**config.mk**
```make
export PLATFORM = sky130hd
export DESIGN_NAME = tdm_mux_scanner
export DESIGN_NICKNAME = d
export VERILOG_FILES = /design/src/rtl/tdm_mux_scanner.sv
export SDC_FILE = /design/constraint.sdc
export NUM_CORES = 1
export LEC_CHECK = 0
export BUFFER_PORTS_ARGS = -buffer_cell sky130_fd_sc_hd__buf_2
export CORE_MARGIN = 2
export CORE_UTILIZATION = 45
export CTS_CLUSTER_SIZE = 20
export DETAILED_ROUTE_END_ITERATION = 6
export PLACE_DENSITY = 0.81
export SLEW_MARGIN = 20
export SYNTH_ARGS = -nofsm -noshare
export SYNTH_HDL_FRONTEND = slang
export SYNTH_SLANG_ARGS = --single-unit
```
**constraint.sdc**
```tcl
create_clock -name clk -period 2 [get_ports clk]
set_clock_uncertainty 0.15 [all_clocks]
set_input_delay 0.4 -clock clk [delete_from_list [all_inputs] [get_ports clk]]
set_output_delay 0.4 -clock clk [all_outputs]
set_load 0.01 [all_outputs]
```
**src/rtl/tdm_mux_scanner.sv**
```systemverilog
// Registered N:1 channel multiplexer with manual select and an auto-scan
// sequencer that time-division-multiplexes enabled channels onto one bus.
module tdm_mux_scanner #(
    parameter int unsigned WIDTH    = 4,
    parameter int unsigned CHANNELS = 8,
    parameter int unsigned SEL_W    = 3,
    parameter int unsigned DWELL    = 2
) (
    input  logic                      clk,
    input  logic                      rst_n,
    input  logic                      en,
    input  logic                      mode,
    input  logic [SEL_W-1:0]          sel,
    input  logic [CHANNELS-1:0]       ch_mask,
    input  logic [CHANNELS*WIDTH-1:0] d,
    output logic [WIDTH-1:0]          y,
    output logic [SEL_W-1:0]          y_ch,
    output logic                      y_valid,
    output logic                      frame_start
);

    localparam int unsigned DW_W = (DWELL > 1) ? $clog2(DWELL) : 1;

    logic [SEL_W-1:0] ptr, ptr_nxt;
    logic [DW_W-1:0]  dwell_cnt, dwell_cnt_nxt;
    logic             prev_mode, prev_mode_nxt;
    logic [WIDTH-1:0] y_nxt;
    logic [SEL_W-1:0] y_ch_nxt;
    logic             y_valid_nxt, frame_start_nxt;

    logic [WIDTH-1:0] sel_data, ptr_data;
    logic             sel_ok, mask_ptr, mask_any;
    logic [SEL_W-1:0] low_idx, hi_idx, next_idx;
    logic             low_found, hi_found, dwell_last;

    // Channel lookup and single-cycle rotated priority search for the next enabled channel.
    always_comb begin
        sel_data  = '0;
        ptr_data  = '0;
        sel_ok    = 1'b0;
        mask_ptr  = 1'b0;
        low_idx   = '0;
        hi_idx    = '0;
        low_found = 1'b0;
        hi_found  = 1'b0;
        for (int unsigned i = 0; i < CHANNELS; i++) begin
            if (SEL_W'(i) == sel) begin
                sel_data = d[i*WIDTH +: WIDTH];
                sel_ok   = 1'b1;
            end
            if (SEL_W'(i) == ptr) begin
                ptr_data = d[i*WIDTH +: WIDTH];
                mask_ptr = ch_mask[i];
            end
            if (ch_mask[i] && !low_found) begin
                low_idx   = SEL_W'(i);
                low_found = 1'b1;
            end
            if (ch_mask[i] && !hi_found && (SEL_W'(i) > ptr)) begin
                hi_idx   = SEL_W'(i);
                hi_found = 1'b1;
            end
        end
        mask_any   = |ch_mask;
        next_idx   = hi_found ? hi_idx : low_idx;
        dwell_last = (dwell_cnt == DW_W'(DWELL - 1));
    end

    // Next-state and output selection.
    always_comb begin
        ptr_nxt         = ptr;
        dwell_cnt_nxt   = dwell_cnt;
        prev_mode_nxt   = prev_mode;
        y_nxt           = y;
        y_ch_nxt        = y_ch;
        y_valid_nxt     = y_valid;
        frame_start_nxt = 1'b0;

        if (!mode) begin
            y_nxt         = sel_ok ? sel_data : '0;
            y_ch_nxt      = sel;
            y_valid_nxt   = sel_ok;
            ptr_nxt       = '0;
            dwell_cnt_nxt = '0;
            prev_mode_nxt = 1'b0;
        end else if (!mask_any) begin
            // Clearing prev_mode here makes a restored mask restart at the lowest channel.
            y_valid_nxt   = 1'b0;
            ptr_nxt       = '0;
            dwell_cnt_nxt = '0;
            prev_mode_nxt = 1'b0;
        end else if (!prev_mode) begin
            y_valid_nxt   = 1'b0;
            ptr_nxt       = low_idx;
            dwell_cnt_nxt = '0;
            prev_mode_nxt = 1'b1;
        end else if (mask_ptr) begin
            y_nxt           = ptr_data;
            y_ch_nxt        = ptr;
            y_valid_nxt     = 1'b1;
            frame_start_nxt = (ptr == low_idx) && (dwell_cnt == '0);
            if (dwell_last) begin
                ptr_nxt       = next_idx;
                dwell_cnt_nxt = '0;
            end else begin
                dwell_cnt_nxt = dwell_cnt + DW_W'(1);
            end
        end else begin
            y_valid_nxt   = 1'b0;
            ptr_nxt       = next_idx;
            dwell_cnt_nxt = '0;
        end
    end

    always_ff @(posedge clk) begin
        if (!rst_n) begin
            ptr         <= '0;
            dwell_cnt   <= '0;
            prev_mode   <= 1'b0;
            y           <= '0;
            y_ch        <= '0;
            y_valid     <= 1'b0;
            frame_start <= 1'b0;
        end else if (en) begin
            ptr         <= ptr_nxt;
            dwell_cnt   <= dwell_cnt_nxt;
            prev_mode   <= prev_mode_nxt;
            y           <= y_nxt;
            y_ch        <= y_ch_nxt;
            y_valid     <= y_valid_nxt;
            frame_start <= frame_start_nxt;
        end
    end

endmodule

```
; ---- After elaboration in Yosys (flattened, before gate mapping)
; Index checks and enable logic that the tools add are counted.
[word_totals]
ff_bits = 14
latchBits = 0
ramBits = 0
rom_bits = 0
inputBits = 47
elab_cells = 169
n_memories = 0
[op_classes]
n_addsub = 1
multipliers = 0
div_mod_pow = 0
order_cmp = 8
eq_ne = 19
shifts = 0
n_mux = 91
bitwise_logic = 1
reduce_logical = 42
[op_table]
columns = operator, count
row1 = $mux W4, 21
row2 = $mux W3, 22
row3 = $mux W1, 48
row4 = $eq A3 B3 Y1 const A, 8
row5 = $logic_and A1 B1 Y1, 23
row6 = $logic_not A1 Y1, 14
row7 = $eq A2 B3 Y1 const A, 4
row8 = $gt A3 B3 Y1 const A, 4
row9 = $reduce_or A8 Y1, 1
row10 = $eq A1 B3 Y1 const A, 2
row11 = $gt A1 B3 Y1 const A, 2
row12 = $gt A2 B3 Y1 const A, 2
row13 = $logic_not A3 Y1, 2
row14 = $ne A2 B1 Y1 const B, 3
row15 = $ne A5 B5 Y1 const B, 1
row16 = $reduce_and A4 Y1, 1
row17 = $eq A3 B3 Y1, 1
row18 = $reduce_and A2 Y1, 1
row19 = $add A1 B1 Y1 const B, 1
row20 = $not A1 Y1, 1

; ---- Depth between registers and ports, before layout
; Gate-level depths: netlist of the first run.
[depth]
word_depth = 37
mapped_depth = 8

; ---- Worst setup path before layout of the first run
; No wires, ideal clock.
[synth_path]
path_kind = flip-flop to flip-flop
start = register ptr[2]
end = register y_ch[0]
t_arrival_ps = 1617
t_required_ps = 1734
setup_slack_ps = 117
path_stages_with_launch = 9
n_path_buf = 2
period_less_slack_ps = 1883
path_cell_list = dfxtp_1 > buf_2 > mux2_1 > a22oi_2 > a21oi_2 > o21ai_2 > buf_6 > mux2i_1 > nor2b_1
[synth_between]
elab_chain_len = 11
word_cells_on_any_way = 18
cone_classes = 8 x eq/ne / 8 x mux / 2 x reduce/logical
[synth_rtl]
columns = item, line_no
row1 = from (decl), 24  ; logic [SEL_W-1:0] ptr, ptr_nxt;
row2 = from (signal assigned), 125  ; ptr <= ptr_nxt;
row3 = $logic_not A3 Y1, 51  ; if (SEL_W'(i) == ptr) begin
row4 = $mux W1 (7 in series), 51
row5 = $mux W1 (*), 51
row6 = $ne A2 B1 Y1 (no line) (*), --
row7 = $reduce_and A4 Y1 (no line) (*), --
row8 = to (signal assigned), 129  ; y_ch <= y_ch_nxt;
row9 = to (decl), 17  ; output logic [SEL_W-1:0] y_ch,
; Mark *: on every way between the ends. The rest lies on a longest branch, timed or not.
; A chain may end at the register's enable or synchronous reset.

; ---- Final worst setup path of the first run
[layout_path]
start = register ptr[0]
end = register y[1]
[layout_between]
elab_chain_len = 13
word_cells_on_any_way = 30
cone_classes = 8 x eq/ne / 20 x mux / 2 x reduce/logical
[layout_rtl]
columns = item, line_no
row1 = $logic_not A3 Y1, 51
row2 = $mux W4 (8 in series), 51
row3 = $mux W4, 97  ; end else if (mask_ptr) begin
row4 = $mux W4, 92  ; end else if (!prev_mode) begin
row5 = $mux W4, 86  ; end else if (!mask_any) begin
row6 = $mux W4, 79  ; if (!mode) begin
row7 = to (signal assigned), 128  ; y <= y_nxt;
row8 = to (decl), 16  ; output logic [WIDTH-1:0] y,
; Parallel ways exist; a longest one is shown, timed or not. The select of a mux whose other input is x is not followed.

==> results of run 1 <==
==> cells in the final DEF (no fill, tap or decap), types with 3 or more instances in the layout <==
cell	Yosys	layout
sky130_fd_sc_hd__dfxtp_4	0	3
sky130_fd_sc_hd__mux4_2	9	9
sky130_fd_sc_hd__inv_1	3	3
sky130_fd_sc_hd__xnor2_1	3	3
sky130_fd_sc_hd__mux2_1	5	3
sky130_fd_sc_hd__nand2_1	11	11
sky130_fd_sc_hd__a21oi_1	6	6
sky130_fd_sc_hd__nand2b_1	7	6
sky130_fd_sc_hd__dfxtp_1	14	11
sky130_fd_sc_hd__buf_4	2	32
sky130_fd_sc_hd__nand3_1	5	5
sky130_fd_sc_hd__clkbuf_4	0	3
sky130_fd_sc_hd__nor2b_1	8	8
sky130_fd_sc_hd__a21boi_1	5	5
sky130_fd_sc_hd__a211o_1	5	5
sky130_fd_sc_hd__mux2_2	3	3
sky130_fd_sc_hd__nor2_1	6	5
sky130_fd_sc_hd__buf_2	7	55
sky130_fd_sc_hd__o22ai_1	4	4
sky130_fd_sc_hd__mux2i_1	14	14
sky130_fd_sc_hd__o21ai_0	9	9
==> how the worst min path moves through the flow <==
stage / startpoint / endpoint / slack [ps] / depth (start not counted)
floorplan: prev_mode / prev_mode / 310 / 2
global placement: y[2] / y[2] / 310 / 2
detailed placement: y_valid / y_valid / 310 / 2
CTS: en / prev_mode / 300 / 3
global route: en / prev_mode / 310 / 3
finish: en / prev_mode / 300 / 3
==> metrics by stage <==
stage | hold slack, ps | power [mW] | setup TNS, ps
after floorplan | 312 | 0.496 | 0
after global placement | 310 | 0.619 | -576
after detailed placement | 311 | 0.623 | -662
after CTS | 295 | 0.778 | 0
after global routing | 308 | 0.861 | -273
final | 304 | 0.804 | 0
==> per-layer routing <==
metal	track usage [%]	share of wire, %	up-vias	wire length (µm)
met5	0	0	-	0
met4	3.89	0.76	0	35
met3	4.32	6.3	5	289
met2	42.6	52	81	2410
met1	27.1	40	822	1860
li1	-	-	809	-
==> state kept, by name, indices dropped and copies added (netlist names) <==
register and flops:
frame_start 1, prev_mode 1, dwell_cnt 1, y_ch 3, ptr 3, y 4, y_valid 1
==> what timing repair did <==
| action | CTS | global route |
|---|---|---|
| setup endpoints to repair | 10 | 10 |
| gates resized for setup | 4 | 12 |
| pin swaps | 2 | 4 |
| setup buffers | 0 | 8 |
==> layout make-up <==
cell class | instances | area, µm²
multi-input cells | 136 | 1190
inverters | 6 | 22.5
clock buffers | 3 | 22.5
repair buffers | 89 | 547
flip-flops and latches | 14 | 292
well taps | 46 | 57.6
fillers | 305 | 1180
==> power breakdown <==
group	internal, mW	switching, mW	total [mW]
clock	0.0699	0.0906	0.160
combinational	0.184	0.159	0.343
sequential	0.289	0.0113	0.300
total	0.543	0.261	0.804
==> worst max-delay path, stage by stage (launching register included) <==
cell and delay, ps:
sky130_fd_sc_hd__dfxtp_4 370, sky130_fd_sc_hd__and4b_1 210, sky130_fd_sc_hd__a211o_1 280, sky130_fd_sc_hd__a21oi_2 160
sky130_fd_sc_hd__o21ai_2 110, sky130_fd_sc_hd__buf_4 150, sky130_fd_sc_hd__buf_4 130, sky130_fd_sc_hd__o311a_1 330
==> kinds of logic (layout without fill, tap and decap cells) <==
group / Yosys count / after routing / synth area share, %
xor gates and xnor gates: 3 / 3 / 1.71
AOI/OAI and AO/OA: 52 / 52 / 25.7
buffers and inverters: 21 / 98 / 7.17
and+or+nand+nor: 49 / 49 / 17.3
muxes: 32 / 32 / 29.8
DFF: 14 / 14 / 18.2
==> results list, run 1 <==
- Run status: completed
- The worst register-to-register path ends at y[1].
- Clock Root Buffer: sky130_fd_sc_hd__clkbuf_4
* Core area: 3310 µm²
* Initial drt markers: 113
* Ratio of total power to cell area: 378 nW/µm²
- Crit Path Class: flip-flop to flip-flop
- Hold buffer count at CTS: 0
- Startpoint of the worst setup timing path: ptr[0]
- Max Cap Viol: 0
* Synthesized Nets: 218
* Non-filler cells in the finished layout: 294
- Period minus WS final: 1990 ps
- Post-placement cell area: 1990 µm²
- The number of antenna diodes in the final layout is 0.
- Post-route cell area: 2130 µm²
- The floorplan step defined a die boundary enclosing 3900 µm².
- Cell type with the highest aggregate area in the netlist: sky130_fd_sc_hd__dfxtp_1
* Initial antenna violation count: 0
- The commonest cells after synthesis are sky130_fd_sc_hd__dfxtp_1, sky130_fd_sc_hd__mux2i_1, sky130_fd_sc_hd__nand2_1.
- The final critical path takes up 99.6% of the cycle.
* Synth Cell Area: 1540 µm²
- The number of failing hold endpoints at the final stage came to 0.
- Pin count of the biggest net entering global routing: 17
- Once detail routing completed, the nets flagged for antenna violations numbered 0.
* Fin util: 64.3%
* Worst setup path endpoint: y[1]
* Count of endpoints failing setup in the final report: 0
- Total DRC errors in the routed layout: 0
- Via count of the first global-routing pass: 1688
- Sequential share of the synthesized area: 18.2%
* I/O Pins: 56
- For this run, asynchronously set or reset flops after synthesis account for 0%.
* Max-slew violation total from the final report: 0
- Summed over its instances, the top area cell type makes up 18.2% of the synthesized netlist area.
* Post-layout net count: 297
- Ranked by total cell area, the synthesized netlist is headed by sky130_fd_sc_hd__dfxtp_1, sky130_fd_sc_hd__mux4_2, sky130_fd_sc_hd__mux2i_1.
* Leading register cell type out of synthesis: sky130_fd_sc_hd__dfxtp_1
- In this run the vertical extent of the chip is 62.4 µm.
- 1st-pass router iterations: 4
- After technology mapping, the gate count stands at 171.
- In this run the deepest clock path goes through 2 buffers.
* Number of flops mapped to enable cells by yosys: 0
- Area added between synthesis and finish: 38.5%
- Insertion delay of the later-clocked pin in the worst-skew pair: 280 ps
- Clock tree from TritonCTS: yes
- The startpoint identified for the worst register-to-register timing path is ptr[0].
- Classification of the worst-slack hold path: input pin to flip-flop
- Startpoint type of the worst setup path: flip-flop
* Combined global-route utilization of all metal layers: 22.7%
- The clock drives 14 sinks.
- For the pin with the worst max-slew slack, the measured transition is 424 ps.
- In this run the tool buffered the top-level ports with 55 buffer cells.
- Post-CTS clock slew at the launch and capture registers of the worst setup and hold paths: 80 ps
- After detailed routing, the average wire length per cell comes to 15.6 µm.
- The floorplan has 21 rows.
* Length in cells of the worst reg-to-reg path: 7
- Post-synthesis sequential element count: 14
- Yosys cell types: 52
* Share of layout cells above drive strength 1: 48.0%
* Final HPWL DP: 3430 µm
- Detailed-route wire length: 4590 µm
- Critical Path Sink Type: flip-flop
- Setup repair after global routing could not meet its margin everywhere.
- Max-slew headroom at the worst pin: 71.5%
* Worst slack at placement: -105 ps
- The first global-routing pass estimated 7360 µm of wire.
* Total vias in the final route: 1717
* Starting Density: 46.4%
- CTS built an H-tree with a depth of 1.
* Largest voltage drop on the vdd net: 0.000248 V
- Based on the critical path, the design can be clocked at up to 502 MHz.
* Count of yosys warnings during synthesis: 0
- Final Wtd Congestion: 0.943
* Placed insts: 283
- The total overflow left after global routing is 0.
- Critical path peak fanout: 7
* Total CTS buffers: 3
- Required time of the worst setup path: 2030 ps
* Endpoint arrival time on the critical path: 2020 ps
- Post-route worst setup slack: 8.09 ps
- Post-DR vias/cell: 5.84
- Register-to-register path setup slack: 8 ps
- The average instance in the mapped netlist occupies 8.99 µm².
- For this design the static power due to leakage is 0.928 nW.
* Horizontal extent of the die: 62.4 µm
Power figures use the tool's default switching activity.
==> inputs of run 2 (changes only) <==
CTS_CLUSTER_SIZE = not set   (was 20)
PLACE_DENSITY = not set   (was 0.81)
PLACE_DENSITY_LB_ADDON = 0.25   (was not set)
==> results list, run 2 (synthesized netlist as in run 1, its figures left out) <==
* Final hold viol count: 0
- After layout, the worst setup slack is 99.7 ps.
- The first TritonRoute pass finished after 4 iterations.
- Placed insts: 286
- Endpoint of the worst hold path: prev_mode
- Gr busiest metal: met2
- The number of clock buffers added by TritonCTS is 3.
* Clock tree from TritonCTS: yes
* Max Cap Viol: 0
- Worst slack at placement: -70.9 ps
- Depth of the CTS H-tree: 1
- Subtracting the final worst setup slack from the clock period gives 1900 ps.
- Max-slew violation total from the final report: 0
* Insertion delay of the later-clocked pin in the worst-skew pair: 290 ps
* Die Y-Extent: 62.4 µm
* Classification of the worst-slack hold path: input pin to flip-flop
* Period utilisation layout: 95.0%
- The layout has 310 filler cells.
* Post-detailed-route wirelength per cell: 13.6 µm
- Pin count of the biggest net entering global routing: 15
* Horizontal extent of the die: 62.4 µm
- Clk sink count: 14
* Final Wtd Congestion: 0.964
* Run status: completed
* Setup repair after global routing missed its margin: no
- Initial drt markers: 71
- The tree is rooted in a sky130_fd_sc_hd__clkbuf_4.
* Post-layout power: 834 µW
- Hold buffer count at CTS: 0
* Largest voltage drop on the vdd net: 0.000218 V
- Detailed-route wire length: 3950 µm
- Final worst hold slack: 276 ps
- For this run, global-route usage on met3 was measured as 3.24%.
- Critical R2R Launch: ptr[0]
* Endpoint arrival time on the critical path: 1940 ps
- The wire-length estimate of the detail-placed layout is 3270 µm.
* # diodes: 0
- Remaining antenna violation count: 0
- The worst setup path is launched from a flip-flop.
- Total grt overflow: 0
- Row generation in the floorplan step produced 21 rows.
- Die Area: 3900 µm²
* Register-to-register path setup slack: 100 ps
* Total DRC errors in the routed layout: 0
- Derived from the worst setup path, the maximum achievable clock frequency is 526 MHz.
- The finished layout holds 290 standard cells, fillers aside.
- For the pin with the worst max-slew slack, the measured transition is 363 ps.
* Critical Path Sink Type: flip-flop
- Counting flops per register, the top entry is y.
- I/O Pins: 56
* Endpoint of the worst register-to-register path: y[1]
- Core area: 3310 µm²
* Via count of the first global-routing pass: 1610
- Startpoint of the most critical hold path: en
* Most used cells in the layout excluding fill and tap cells: sky130_fd_sc_hd__buf_2, sky130_fd_sc_hd__buf_4, sky130_fd_sc_hd__mux2i_1
* Critical path peak fanout: 10
- Starting Density: 46.4%
- WHS Path Cells: 3
- Post-CTS clock slew at the launch and capture registers of the worst setup and hold paths: 80 ps
* Area added between synthesis and finish: 34.7%
- Setup violations remaining at the end of the flow were counted as 0.
- CTS max path bufs: 2
- At the end of the flow, the number of nets in the layout was 292.
- Share of layout cells above drive strength 1: 45.5%
- Length in cells of the worst reg-to-reg path: 6
* Initial antenna violation count: 0
- Combined global-route utilization of all metal layers: 21.4%
- The register with the most flip-flops in the layout has 4 of them.
* Post-DR vias/cell: 5.57
- The first global-routing pass estimated 6890 µm of wire.
- Max-slew headroom at the worst pin: 75.6%
- M1 GR Usage: 25.3%
- Number of setup buffers added after CTS: 0
* Crit Path Class: flip-flop to flip-flop
- The largest registers in the layout are y: 4 flops, ptr: 3 flops, y_ch: 3 flops.
- Most frequent standard cell in the layout excluding fill and tap cells: sky130_fd_sc_hd__buf_2
* Fin util: 62.5%
* Ratio of total power to cell area: 403 nW/µm²
- Met2 layer usage reported by global route: 39.7%
* Total vias in the final route: 1615
* Number of input and output port buffers inserted: 55
- The analysis attributes to cell leakage a power of 0.899 nW.
- Required time of the worst setup path: 2040 ps
## run 2: layout make-up
cell class / instances / area, µm² / area share [%]
multi-input cells: 136 / 1160 / 56.0
repair buffers: 84 / 505 / 24.4
flip-flops and latches: 14 / 289 / 14.0
well taps: 46 / 57.6 / 2.78
clock buffers: 4 / 36.3 / 1.75
inverters: 6 / 22.5 / 1.09
## run 2: critical path, stage by stage, from the launching register on
cell and delay (ps):
sky130_fd_sc_hd__dfxtp_4 390, sky130_fd_sc_hd__and4b_1 210, sky130_fd_sc_hd__a211o_1 290, sky130_fd_sc_hd__a21oi_2 160
sky130_fd_sc_hd__o21ai_2 90, sky130_fd_sc_hd__buf_4 170, sky130_fd_sc_hd__o311a_1 340
## run 2: worst max path at each step
stage,startpoint,to,slack (ps),depth (start not counted)
3_5_place_dp,ch_mask[4],y_ch[1],-70,8
2_1_floorplan,ptr[2],y_ch[0],120,8
4_1_cts,ptr[2],y_ch[1],20,7
6_report,ptr[0],y[1],100,6
5_1_grt,ptr[2],y_ch[2],3,7
3_3_place_gp,ch_mask[7],ptr[0],-20,6
## run 2: metal layers
metal | up-vias | part of all wire, %
met5 | - | 0
met4 | 0 | 2.2
met1 | 757 | 44
met3 | 10 | 4.4
met2 | 45 | 50
li1 | 803 | -
## run 2: where the power goes
part | switching [mW] | internal [mW]
Clock | 0.0997 | 0.111
Sequential | 0.0109 | 0.290
Combinational | 0.147 | 0.175
## run 2: per-stage QoR
stage / setup TNS [ps] / cell area [µm²]
floorplan: 0 / 1540
global placement: -37.6 / 2010
detailed placement: -371 / 2010
CTS: 0 / 2050
global route: 0 / 2070
finish: 0 / 2070
## run 2: timing repair
action                                  CTS  global route
endpoints found under the setup margin    6            10
pin swaps                                 0             1
hold endpoints to repair                  0             0
resized for setup                         1             5
